## src/rtl/reg_bank_nxw_if.sv

```systemverilog
// Bus bundle for reg_bank_nxw: gated write port, two read ports, status.
// The master drives requests; the slave (the bank) returns read data and status.
interface reg_bank_nxw_if #(
   parameter int WIDTH  = 8,
   parameter int ADDR_W = 3
);
   logic              enable;
   logic              clr;
   logic              we;
   logic [ADDR_W-1:0] waddr;
   logic [WIDTH-1:0]  wdata;
   logic [ADDR_W-1:0] raddr_a;
   logic [WIDTH-1:0]  rdata_a;
   logic              rvalid_a;
   logic [ADDR_W-1:0] raddr_b;
   logic [WIDTH-1:0]  rdata_b;
   logic              rvalid_b;
   logic [ADDR_W:0]   occupancy;
   logic              wr_err;

   modport master (
      output enable, clr, we, waddr, wdata, raddr_a, raddr_b,
      input  rdata_a, rvalid_a, rdata_b, rvalid_b, occupancy, wr_err
   );

   modport slave (
      input  enable, clr, we, waddr, wdata, raddr_a, raddr_b,
      output rdata_a, rvalid_a, rdata_b, rvalid_b, occupancy, wr_err
   );
endinterface

```

## src/rtl/reg_bank_nxw.sv

```systemverilog
// DEPTH x WIDTH register bank: gated synchronous write, two combinational
// write-through read ports, per-word valid bits and a registered occupancy count.
module reg_bank_nxw #(
   parameter int WIDTH  = 8,
   parameter int DEPTH  = 8,
   parameter int ADDR_W = 3
) (
   input logic          clk,
   input logic          rst,
   reg_bank_nxw_if.slave bus
);

   localparam logic [ADDR_W:0] DEPTH_W = (ADDR_W+1)'(DEPTH);
   localparam logic [ADDR_W:0] ONE_W   = (ADDR_W+1)'(1);

   logic [WIDTH-1:0]  mem [DEPTH];
   logic [DEPTH-1:0]  valid;
   logic [ADDR_W:0]   occ;
   logic              err;

   logic              waddr_ok;
   logic              wr_req;
   logic              wr_ok;
   logic              clr_now;

   assign waddr_ok = ({1'b0, bus.waddr} < DEPTH_W);
   assign clr_now  = bus.enable && bus.clr;
   assign wr_req   = bus.enable && !bus.clr && bus.we;
   assign wr_ok    = wr_req && waddr_ok;

   always_ff @(posedge clk or negedge rst) begin
      if (!rst) begin
         for (int i = 0; i < DEPTH; i++) mem[i] <= '0;
         valid <= '0;
         occ   <= '0;
         err   <= 1'b0;
      end else if (clr_now) begin
         for (int i = 0; i < DEPTH; i++) mem[i] <= '0;
         valid <= '0;
         occ   <= '0;
         err   <= 1'b0;
      end else if (wr_req) begin
         if (waddr_ok) begin
            mem[bus.waddr]   <= bus.wdata;
            valid[bus.waddr] <= 1'b1;
            // only a first write to a word grows the count, so it never exceeds DEPTH
            if (!valid[bus.waddr]) occ <= occ + ONE_W;
            err <= 1'b0;
         end else begin
            err <= 1'b1;
         end
      end
   end

   logic [ADDR_W-1:0] raddr [2];
   logic [WIDTH:0]    rd    [2];

   assign raddr[0] = bus.raddr_a;
   assign raddr[1] = bus.raddr_b;

   // {valid, data}; the pending write or clear is visible in the same cycle
   for (genvar p = 0; p < 2; p++) begin : g_rd
      always_comb begin
         rd[p] = '0;
         if (rst && ({1'b0, raddr[p]} < DEPTH_W) && !clr_now) begin
            if (wr_ok && (bus.waddr == raddr[p])) rd[p] = {1'b1, bus.wdata};
            else                                   rd[p] = {valid[raddr[p]], mem[raddr[p]]};
         end
      end
   end

   assign bus.rdata_a   = rd[0][WIDTH-1:0];
   assign bus.rvalid_a  = rd[0][WIDTH];
   assign bus.rdata_b   = rd[1][WIDTH-1:0];
   assign bus.rvalid_b  = rd[1][WIDTH];
   assign bus.occupancy = occ;
   assign bus.wr_err    = err;

endmodule

```

## src/flat_wrapper.sv

```systemverilog
// flat-port wrapper written by rule: the top's interface ports become plain ports
module reg_bank_nxw_flat 
#(
   parameter int WIDTH  = 8,
   parameter int DEPTH  = 8,
   parameter int ADDR_W = 3
)
  (clk, rst, bus_enable, bus_clr, bus_we, bus_waddr, bus_wdata, bus_raddr_a, bus_raddr_b, bus_rdata_a, bus_rvalid_a, bus_rdata_b, bus_rvalid_b, bus_occupancy, bus_wr_err);
  reg_bank_nxw_if #(.WIDTH(WIDTH), .ADDR_W(ADDR_W)) bus_i ();
  input logic clk;
  input logic rst;
  input wire logic [$bits(bus_i.enable)-1:0] bus_enable;
  input wire logic [$bits(bus_i.clr)-1:0] bus_clr;
  input wire logic [$bits(bus_i.we)-1:0] bus_we;
  input wire logic [$bits(bus_i.waddr)-1:0] bus_waddr;
  input wire logic [$bits(bus_i.wdata)-1:0] bus_wdata;
  input wire logic [$bits(bus_i.raddr_a)-1:0] bus_raddr_a;
  input wire logic [$bits(bus_i.raddr_b)-1:0] bus_raddr_b;
  output wire logic [$bits(bus_i.rdata_a)-1:0] bus_rdata_a;
  output wire logic [$bits(bus_i.rvalid_a)-1:0] bus_rvalid_a;
  output wire logic [$bits(bus_i.rdata_b)-1:0] bus_rdata_b;
  output wire logic [$bits(bus_i.rvalid_b)-1:0] bus_rvalid_b;
  output wire logic [$bits(bus_i.occupancy)-1:0] bus_occupancy;
  output wire logic [$bits(bus_i.wr_err)-1:0] bus_wr_err;
  assign bus_i.enable = bus_enable;
  assign bus_i.clr = bus_clr;
  assign bus_i.we = bus_we;
  assign bus_i.waddr = bus_waddr;
  assign bus_i.wdata = bus_wdata;
  assign bus_i.raddr_a = bus_raddr_a;
  assign bus_i.raddr_b = bus_raddr_b;
  assign bus_rdata_a = bus_i.rdata_a;
  assign bus_rvalid_a = bus_i.rvalid_a;
  assign bus_rdata_b = bus_i.rdata_b;
  assign bus_rvalid_b = bus_i.rvalid_b;
  assign bus_occupancy = bus_i.occupancy;
  assign bus_wr_err = bus_i.wr_err;
  reg_bank_nxw #(.WIDTH(WIDTH), .DEPTH(DEPTH), .ADDR_W(ADDR_W)) u_core (.clk(clk), .rst(rst), .bus(bus_i));
endmodule
```

## config.mk

```make
export PLATFORM = sky130hd
export DESIGN_NAME = reg_bank_nxw_flat
export DESIGN_NICKNAME = d
export VERILOG_FILES = /design/src/rtl/reg_bank_nxw_if.sv /design/src/rtl/reg_bank_nxw.sv /design/src/flat_wrapper.sv
export SDC_FILE = /design/constraint.sdc
export NUM_CORES = 1
export LEC_CHECK = 0
export BUFFER_PORTS_ARGS = -buffer_cell sky130_fd_sc_hd__buf_2
export CAP_MARGIN = 20
export CORE_MARGIN = 3
export CORE_UTILIZATION = 39
export DETAILED_ROUTE_END_ITERATION = 10
export GPL_ROUTABILITY_DRIVEN = 0
export GPL_TIMING_DRIVEN = 0
export PLACE_DENSITY = 0.65
export SLEW_MARGIN = 10
export SYNTH_ARGS = -nofsm -noshare
export SYNTH_HDL_FRONTEND = slang
export SYNTH_SLANG_ARGS = --single-unit
```

## constraint.sdc

```tcl
create_clock -name clk -period 1.6 [get_ports clk]
set_clock_uncertainty 0.05 [all_clocks]
set_input_delay 0.08 -clock clk [delete_from_list [all_inputs] [get_ports clk]]
set_output_delay 0.08 -clock clk [all_outputs]
set_load 0.005 [all_outputs]
```

# Word-level counts from Yosys, hierarchy flattened
# Index checks and enable logic that the tools add are counted.
op_classes:
  order_cmp: 8
  reduce_logical: 12
  n_eq_ne: 3
  addsub: 1
  bitwise: 4
  n_mux: 30
op_table:
  columns: ["op", "count"]
  rows:
  - ["2-to-1 mux 64 bit", 2]
  - ["bitwise mux 64 bit", 1]
  - ["2-to-1 mux 8 bit", 7]
  - ["binary-select mux 8 bit (select 3 bit)", 2]
  - ["2-to-1 mux 9 bit", 4]
  - ["demux 8 bit (select 3 bit)", 1]
  - ["greater-or-equal comparator 4 bit, second input constant", 3]
  - ["less-than comparator 3 x 4 -> 1 bit, second input constant", 3]
  - ["2-to-1 mux 4 bit", 3]
  - ["NOT 3 -> 4 bit", 3]
  - ["binary-select mux 1 bit (select 3 bit)", 3]
  - ["logical AND 1 bit", 8]
  - ["OR 8 bit", 1]
  - ["equality test 3 bit", 2]
  - ["2-to-1 mux 1 bit", 6]
  - ["adder 4 x 1 -> 4 bit, second input constant", 1]
  - ["less-than comparator 4 x 1 -> 1 bit, second input constant", 1]
  - ["demux 1 bit (select 3 bit)", 1]
  - ["greater-or-equal comparator 3 x 1 -> 1 bit, second input constant", 1]
  - ["logical NOT 1 bit", 2]
  - ["!= test 2 x 1 -> 1 bit, second input constant", 1]
  - ["AND reduction 2 bit", 1]
  - ["nonzero test 2 bit", 1]
word_totals:
  out_inout_bits: 23
  reg_bits: 77

# Longest topological paths before layout
# Gate-level depths: netlist (run 1).
depth:
  depth_word: 8
  mapped_depth: 7
  ltp_nobuf: 4

# Least setup slack after synthesis (run 1)
# No wires, ideal clock.
synth_timing:
  path_kind: "flip-flop to flip-flop"
  start: "register u_core.valid[4]"
  end: "register u_core.occ[2], in the netlist u_core.bus.occupancy[2]"
  required_time_ps: 1430
  n_path_buf: 0
  synth_period_minus_slack_ps: 1803
  arrival_time_ps: 1632
  slack_ps: -203
  path_stages_with_launch: 5
  setup_ps: 120
  path_cell_list: "dfrtp_1 mux2_4 a222oi_1 a31oi_1 a41o_1"
synth_between:
  elab_chain_cells: 4
synth_lines:
  columns: ["element", "line", "rtl"]
  rows:
  - ["from (decl)", "reg_bank_nxw.sv:17", "logic [DEPTH-1:0] valid;"]
  - ["from (signal assigned)", "reg_bank_nxw.sv:34", "valid <= '0;"]
  - ["from (signal assigned)", "reg_bank_nxw.sv:39", "valid <= '0;"]
  - ["from (signal, indexed assignment)", "reg_bank_nxw.sv:45", "valid[bus.waddr] <= 1'b1;"]
  - ["binary-select mux 1 bit (select 3 bit)", "reg_bank_nxw.sv:47", "if (!valid[bus.waddr]) occ <= occ + ONE_W;"]
  - ["2-to-1 mux 1 bit (not written as such)", "reg_bank_nxw.sv:47", null]
  - ["!= test 2 x 1 -> 1 bit (no line)", null, null]
  - ["AND reduction 2 bit (no line)", null, null]
  - ["to (signal assigned)", "reg_bank_nxw.sv:47", null]
  - ["to (decl)", "reg_bank_nxw.sv:18", "logic [ADDR_W:0] occ;"]
# Every way passes these cells. The select of a mux whose other input is x is not followed.
# A chain may end at the register's enable or synchronous reset.

# Final worst setup path (run 1)
layout_timing:
  start: "register u_core.mem[6] (netlist bit)"
  end: "output port bus_rdata_a[6]"
layout_between:
  elab_chain_cells: 5
layout_lines:
  columns: ["element", "line", "rtl"]
  rows:
  - ["from (decl)", "reg_bank_nxw.sv:16", "logic [WIDTH-1:0] mem [DEPTH];"]
  - ["from (signal, indexed assignment)", "reg_bank_nxw.sv:44", "mem[bus.waddr] <= bus.wdata;"]
  - ["binary-select mux 8 bit (select 3 bit)", "reg_bank_nxw.sv:67", "else rd[p] = {valid[raddr[p]], mem[raddr[p]]};"]
  - ["2-to-1 mux 8 bit (not written as such) (2 in a row)", "reg_bank_nxw.sv:67", null]
  - ["2-to-1 mux 9 bit", "reg_bank_nxw.sv:66", "if (wr_ok && (bus.waddr == raddr[p])) rd[p] = {1'b1, bus.wdata};"]
  - ["2-to-1 mux 9 bit", "reg_bank_nxw.sv:65", "if (rst && ({1'b0, raddr[p]} < DEPTH_W) && !clr_now) begin"]
  - ["to (decl)", "flat_wrapper.sv:19", "output wire logic [$bits(bus_i.rdata_a)-1:0] bus_rdata_a;"]
# Every way passes these cells. The select of a mux whose other input is x is not followed.

==> impl_metrics.yaml, run 1 <==
status:
  status: "finished with violations"
  violations: "setup timing"
floorplanning:
  dieHeight_um: 114
  die_w_um: 114
  rows: 38
  die_area_um2: 13100
  initial_core_util: 0.410
  ioPinCount: 45
  core_area_um2: 11200
sta:
  rsz0062_at_grt: "yes"
  fmax_mhz: 531
  slew_headroom: 0.391
  hold_viol: 0
  slew_viol_final: 0
  finalCritPeriodShare: 1.18
  tightest_slew_ns: 0.910
  setup_viol_count_final: 22
  setup_slack_ns: -0.282
  finalCriticalPeriod_ns: 1.88
  hold_slack_ns: 0.124
min_path:
  hold_path_depth: 3
  holdPathEnd: "u_core.mem[20]$_DFFE_PN0P_"
  hold_start: "bus_wdata[4]"
  hold_path_class: "in -> reg"
pwr:
  p_sw_uw: 1310
  ir_drop_mv: 0.523
  p_leak_uw: 0.00240
  intPower_uw: 3920
  seqPwrFrac: 0.396
  pwr-share-clk: 0.465
  power.density_nw_per_um2: 949
  power_frac_comb: 0.139
  switching_share: 0.251
yosys:
  ys.flop_type: "dfrtp_1"
  ys_async_sr_fraction: 1.00
  synth_edf_count: 0
  synthTopCellsByArea: "dfrtp_1, mux4_2, a21oi_1, mux2i_1, nand2_1"
  netlist.top_cell.by_area: "dfrtp_1"
  synth.distinct_cells: 37
  seq_area_frac_synth: 0.415
  netlist_area_um2: 4580
  synth_top_cell_area_share: 0.415
  synth_warnings: 0
  synth_nets: 486
  ys_ff_latch: 76
  synthCells: 463
  avgSynthCellArea_um2: 9.89
layout:
  drive_gt1_frac: 0.233
  postLayoutCoreUtil: 0.493
  area_growth_syn_to_layout_pct: 20.3
  diodes: 0
  fin_cells: 663
  nNetsFinal: 541
global_routing:
  grt_pass1_vias: 3937
  antenna_found_initial: 0
  grt_use_total: 0.231
  grt_max_degree: 29
  gr-total-overflow: 0
  grt_pass1_wl_um: 22400
clocking:
  cts_tree: "yes"
  cts_made_buffers: 9
  cts-root-buf: "clkbuf_16"
  clock_sinks: 76
  cts_buffer_depth: 2
  insertion_delay_ns: 0.34
  htree_levels: 3
  path_clk_slew_ns: 0.06
drt:
  vias_per_cell: 6.10
  wl_per_cell_um: 22.3
  drt-initial-drc-count: 452
  postRouteAntennaNets: 0
  routed_wl_um: 14800
  vias: 4046
  drc_errors: 0
  dr.pass1.iters: 5
setup_path:
  crit_type: "reg -> out"
  reg2reg_from: "u_core.valid[3]$_DFFE_PN0P_"
  crit_arrival_ns: 1.75
  start_kind: "flop"
  worstPathCellList: "mux4_2, mux2i_2, a211oi_2, buf_2"
  slowest_delay_ns: 0.54
  critical-path-slowest-cell: "mux4_2"
  required_ns: 1.47
  crit_path_start: "u_core.mem[6]$_DFFE_PN0P_"
  r2r_cells: 6
  cp_top_family: "multiplexers"
  critPathCaptureType: "output pin"
  cp.buffers_inverters: 1
  r2r-end: "u_core.bus.occupancy[2]$_DFFE_PN0P_"
  r2r_slack_ns: -0.14
  path_max_fanout: 3
placement:
  dp_cells: 633
  port_buffers: 28
  hpwl_um: 9720
run:
  maxCapViolCount: 0
==> per-layer routing <==
layer,global-route usage,vias to the layer above,routed length (um),share of wire
met4,0.0998,0,499,0.034
met1,0.298,2002,5610,0.38
met3,0.0460,30,1330,0.090
met5,0,-,0,0
met2,0.381,230,7340,0.50
li1,-,1784,-,-
==> cells by family (layout without fill, tap and decap cells) <==
kind of cell | after synthesis | after routing | share of synthesized area
other | 1 | 1 | 0.000819
and+or+nand+nor | 132 | 132 | 0.117
DFF | 76 | 76 | 0.415
adders and majority gates | 1 | 1 | 0.00273
xor gates and xnor gates | 6 | 6 | 0.0115
buffers and inverters | 48 | 108 | 0.0470
AOI/OAI and AO/OA | 132 | 132 | 0.159
muxes | 67 | 67 | 0.247
==> power groups by stage <==
stage	Sequential [uW]	Clock, uW	Combinational (uW)
floorplan	2080	0	426
global placement	2100	0	629
detailed placement	2100	0	654
CTS	2070	2420	720
global route	2080	2510	787
finish	2070	2430	729
==> worst reg2reg max path, cell delays in order, from the launching register on <==
cell and delay, ns:
dfrtp_1 0.40, buf_6 0.12, mux2_4 0.25, a222oi_1 0.28, buf_4 0.22, a31oi_1 0.08
a41o_1 0.22
==> flip-flops by register name, summed over array words and instances (netlist names) <==
name and flops:
u_core.bus.occupancy 4, u_core.valid 8, u_core.mem 64
==> per-stage QoR <==
stage               setup TNS (ns)  power (uW)  worst slack, ns  cell area, um2
floorplan                   -0.582        2510           -0.185            4580
global placement            -56.31        2720            -1.59            4900
detailed placement          -29.89        2760           -0.619            4930
CTS                          -3.46        5210           -0.225            5480
global route                 -4.67        5370           -0.299            5510
finish                       -3.59        5230           -0.282            5510
==> timing repair <==
item / in CTS / in global routing
setup buffers: 7 / 2
hold buffers: 6 / 0
endpoints found under the setup margin: 47 / 69
endpoints found under the hold margin: 49 / 0
gates cloned: 1 / 0
pin swaps: 15 / 7
gates resized for setup: 13 / 6
==> area by class of cell <==
class,count,area [um2]
fillers,1007,5670
flip-flops and latches,76,1900
repair buffers,46,352
inverters,3,11.3
plain buffers,43,210
clock buffers,12,256
clock inverters,4,95.1
multi-input cells,339,2500
well taps,140,175
==> worst max-delay path by stage <==
stage / to / slack [ns] / depth (start not counted)
3_3_place_gp: bus_rdata_b[7] / -1.59 / 5
5_1_grt: bus_rdata_a[6] / -0.30 / 4
6_report: bus_rdata_a[6] / -0.28 / 4
3_5_place_dp: u_core.mem[6]$_DFFE_PN0P_ / -0.62 / 6
2_1_floorplan: u_core.bus.occupancy[2]$_DFFE_PN0P_ / -0.18 / 4
4_1_cts: bus_rdata_a[6] / -0.22 / 4
==> layout by cell type (no fill, tap or decap), drive strengths merged, types with 6 or more instances in the layout <==
cell type  count
mux4          36
buf           51
nor2          45
a211oi        16
o21ai         48
xnor2          6
dfrtp         76
mux2i         28
nand2         70
clkbuf        44
a21oi         61
==> cell usage after synthesis (2+ instances only) <==
library cell	count
a211oi_1	16
a21oi_1	61
a41o_1	2
buf_2	5
buf_4	5
clkbuf_1	31
clkbuf_2	2
dfrtp_1	76
inv_1	3
mux2i_1	28
mux4_2	36
nand2_1	70
nand2b_1	3
nand3_1	3
nand4_1	2
nor2_1	45
nor2b_1	2
o21ai_0	48
or3_1	2
xnor2_1	6
Power figures use the tool's default switching activity.
==> run 2: changes to the inputs <==
Settings changed: SETUP_SLACK_MARGIN from default to 0.02.
==> impl_metrics.yaml, run 2 (synthesis results as in run 1) <==
pwr:
  p_leak_uw: 0.00240
  intPower_uw: 3920
  p_sw_uw: 1320
  power_frac_comb: 0.140
  power.density_nw_per_um2: 949
  pwr-share-clk: 0.465
  ir_drop_mv: 0.519
  switching_share: 0.251
  seqPwrFrac: 0.395
global_routing:
  grt_max_degree: 29
  grt_use_total: 0.231
  antenna_found_initial: 0
  grt_pass1_vias: 3937
  gr-total-overflow: 0
  grt_pass1_wl_um: 22400
setup_path:
  path_max_fanout: 3
  crit_type: "reg -> out"
  start_kind: "flop"
  critPathCaptureType: "output pin"
  crit_arrival_ns: 1.75
  required_ns: 1.47
drt:
  drc_errors: 0
  drt-initial-drc-count: 441
  postRouteAntennaNets: 0
  routed_wl_um: 14700
  vias: 4045
  wl_per_cell_um: 22.2
  vias_per_cell: 6.10
  dr.pass1.iters: 5
sta:
  rsz0062_at_grt: "yes"
  setup_slack_ns: -0.281
  slew_viol_final: 0
  tns_ns: -3.64
  slew_headroom: 0.384
  finalCriticalPeriod_ns: 1.88
  setup_viol_count_final: 22
  hold_slack_ns: 0.128
  tightest_slew_ns: 0.921
  hold_viol: 0
  finalCritPeriodShare: 1.18
  fmax_mhz: 532
layout:
  final_common_cell: "dfrtp_1"
  area_growth_syn_to_layout_pct: 20.4
  postLayoutCoreUtil: 0.494
  diodes: 0
  nFillCells: 1006
  largest_reg_flops: 64
  layout_common_cells: "dfrtp_1, nand2_1, a21oi_1"
  largest_register: "u_core.mem"
  fin_cells: 663
  fin_area_um2: 5510
  drive_gt1_frac: 0.235
  multi_input_area_um2: 2510
  nNetsFinal: 541
  ff_latch_area_um2: 1900
floorplanning:
  rows: 38
  die_area_um2: 13100
  ioPinCount: 45
  dieHeight_um: 114
  core_area_um2: 11200
  die_w_um: 114
  initial_core_util: 0.410
clocking:
  insertion_delay_ns: 0.34
  cts_buffer_depth: 2
  clock_sinks: 76
  htree_levels: 3
  path_clk_slew_ns: 0.06
  cts-root-buf: "clkbuf_16"
  cts_tree: "yes"
  cts_made_buffers: 9
min_path:
  hold_path_class: "in -> reg"
placement:
  port_buffers: 28
  dp_cells: 633
  hpwl_um: 9720
  place_area_um2: 4930
status:
  status: "finished with violations"
  violations: "setup timing"
run:
  maxCapViolCount: 0
run 2: path summary, 6_finish.rpt:
kind	end	from	slack, ns	depth (start not counted)
worst max-delay path	bus_rdata_a[6]	u_core.mem[6]$_DFFE_PN0P_	-0.28	4
worst min-delay path	u_core.mem[20]$_DFFE_PN0P_	bus_wdata[4]	0.13	3
worst max register to register	u_core.bus.occupancy[2]$_DFFE_PN0P_	u_core.valid[3]$_DFFE_PN0P_	-0.14	6
worst min register to register	u_core.mem[56]$_DFFE_PN0P_	u_core.mem[56]$_DFFE_PN0P_	0.49	2
max in group asynchronous	u_core.mem[23]$_DFFE_PN0P_	rst	0.53	2
min in group asynchronous	u_core.mem[60]$_DFFE_PN0P_	rst	0.38	4
run 2: area by class of cell:
cell class / instances / share of cell area
clock buffers: 12 / 0.0465
well taps: 140 / 0.0318
clock inverters: 4 / 0.0172
multi-input cells: 339 / 0.456
flip-flops and latches: 76 / 0.345
inverters: 3 / 0.00204
plain buffers: 43 / 0.0381
repair buffers: 46 / 0.0638
run 2: per-layer routing:
layer / share of wire / track usage / vias up
met5: 0 / 0 / -
li1: - / - / 1786
met3: 0.10 / 0.0460 / 32
met4: 0.035 / 0.0998 / 0
met2: 0.50 / 0.381 / 231
met1: 0.36 / 0.298 / 1996
run 2: per-stage QoR:
step | power [uW] | setup WS (ns)
floorplan | 2510 | -0.185
global placement | 2720 | -1.59
global route | 5370 | -0.306
CTS | 5210 | -0.225
finish | 5230 | -0.281
detailed placement | 2760 | -0.619
run 2: what timing repair did:
action | CTS | global route
resized for setup | 14 | 7
hold endpoints to repair | 49 | 0
hold buffers | 6 | 0
gates cloned | 1 | 0
endpoints found under the setup margin | 48 | 72
pin swaps | 15 | 7
buffers inserted | 7 | 2
run 2: power groups by stage:
| stage | clock [uW] | combinational (uW) | sequential [uW] |
|---|---|---|---|
| 6_report | 2430 | 731 | 2070 |
| 2_1_floorplan | 0 | 426 | 2080 |
| 4_1_cts | 2420 | 721 | 2070 |
| 3_3_place_gp | 0 | 629 | 2100 |
| 5_1_grt | 2510 | 788 | 2080 |
| 3_5_place_dp | 0 | 654 | 2100 |
run 2: critical path, cell delays in order, from the launching register on:
cell and delay, ns:
dfrtp_1 0.40, mux4_2 0.54, mux2i_2 0.23, a211oi_2 0.10, buf_2 0.14
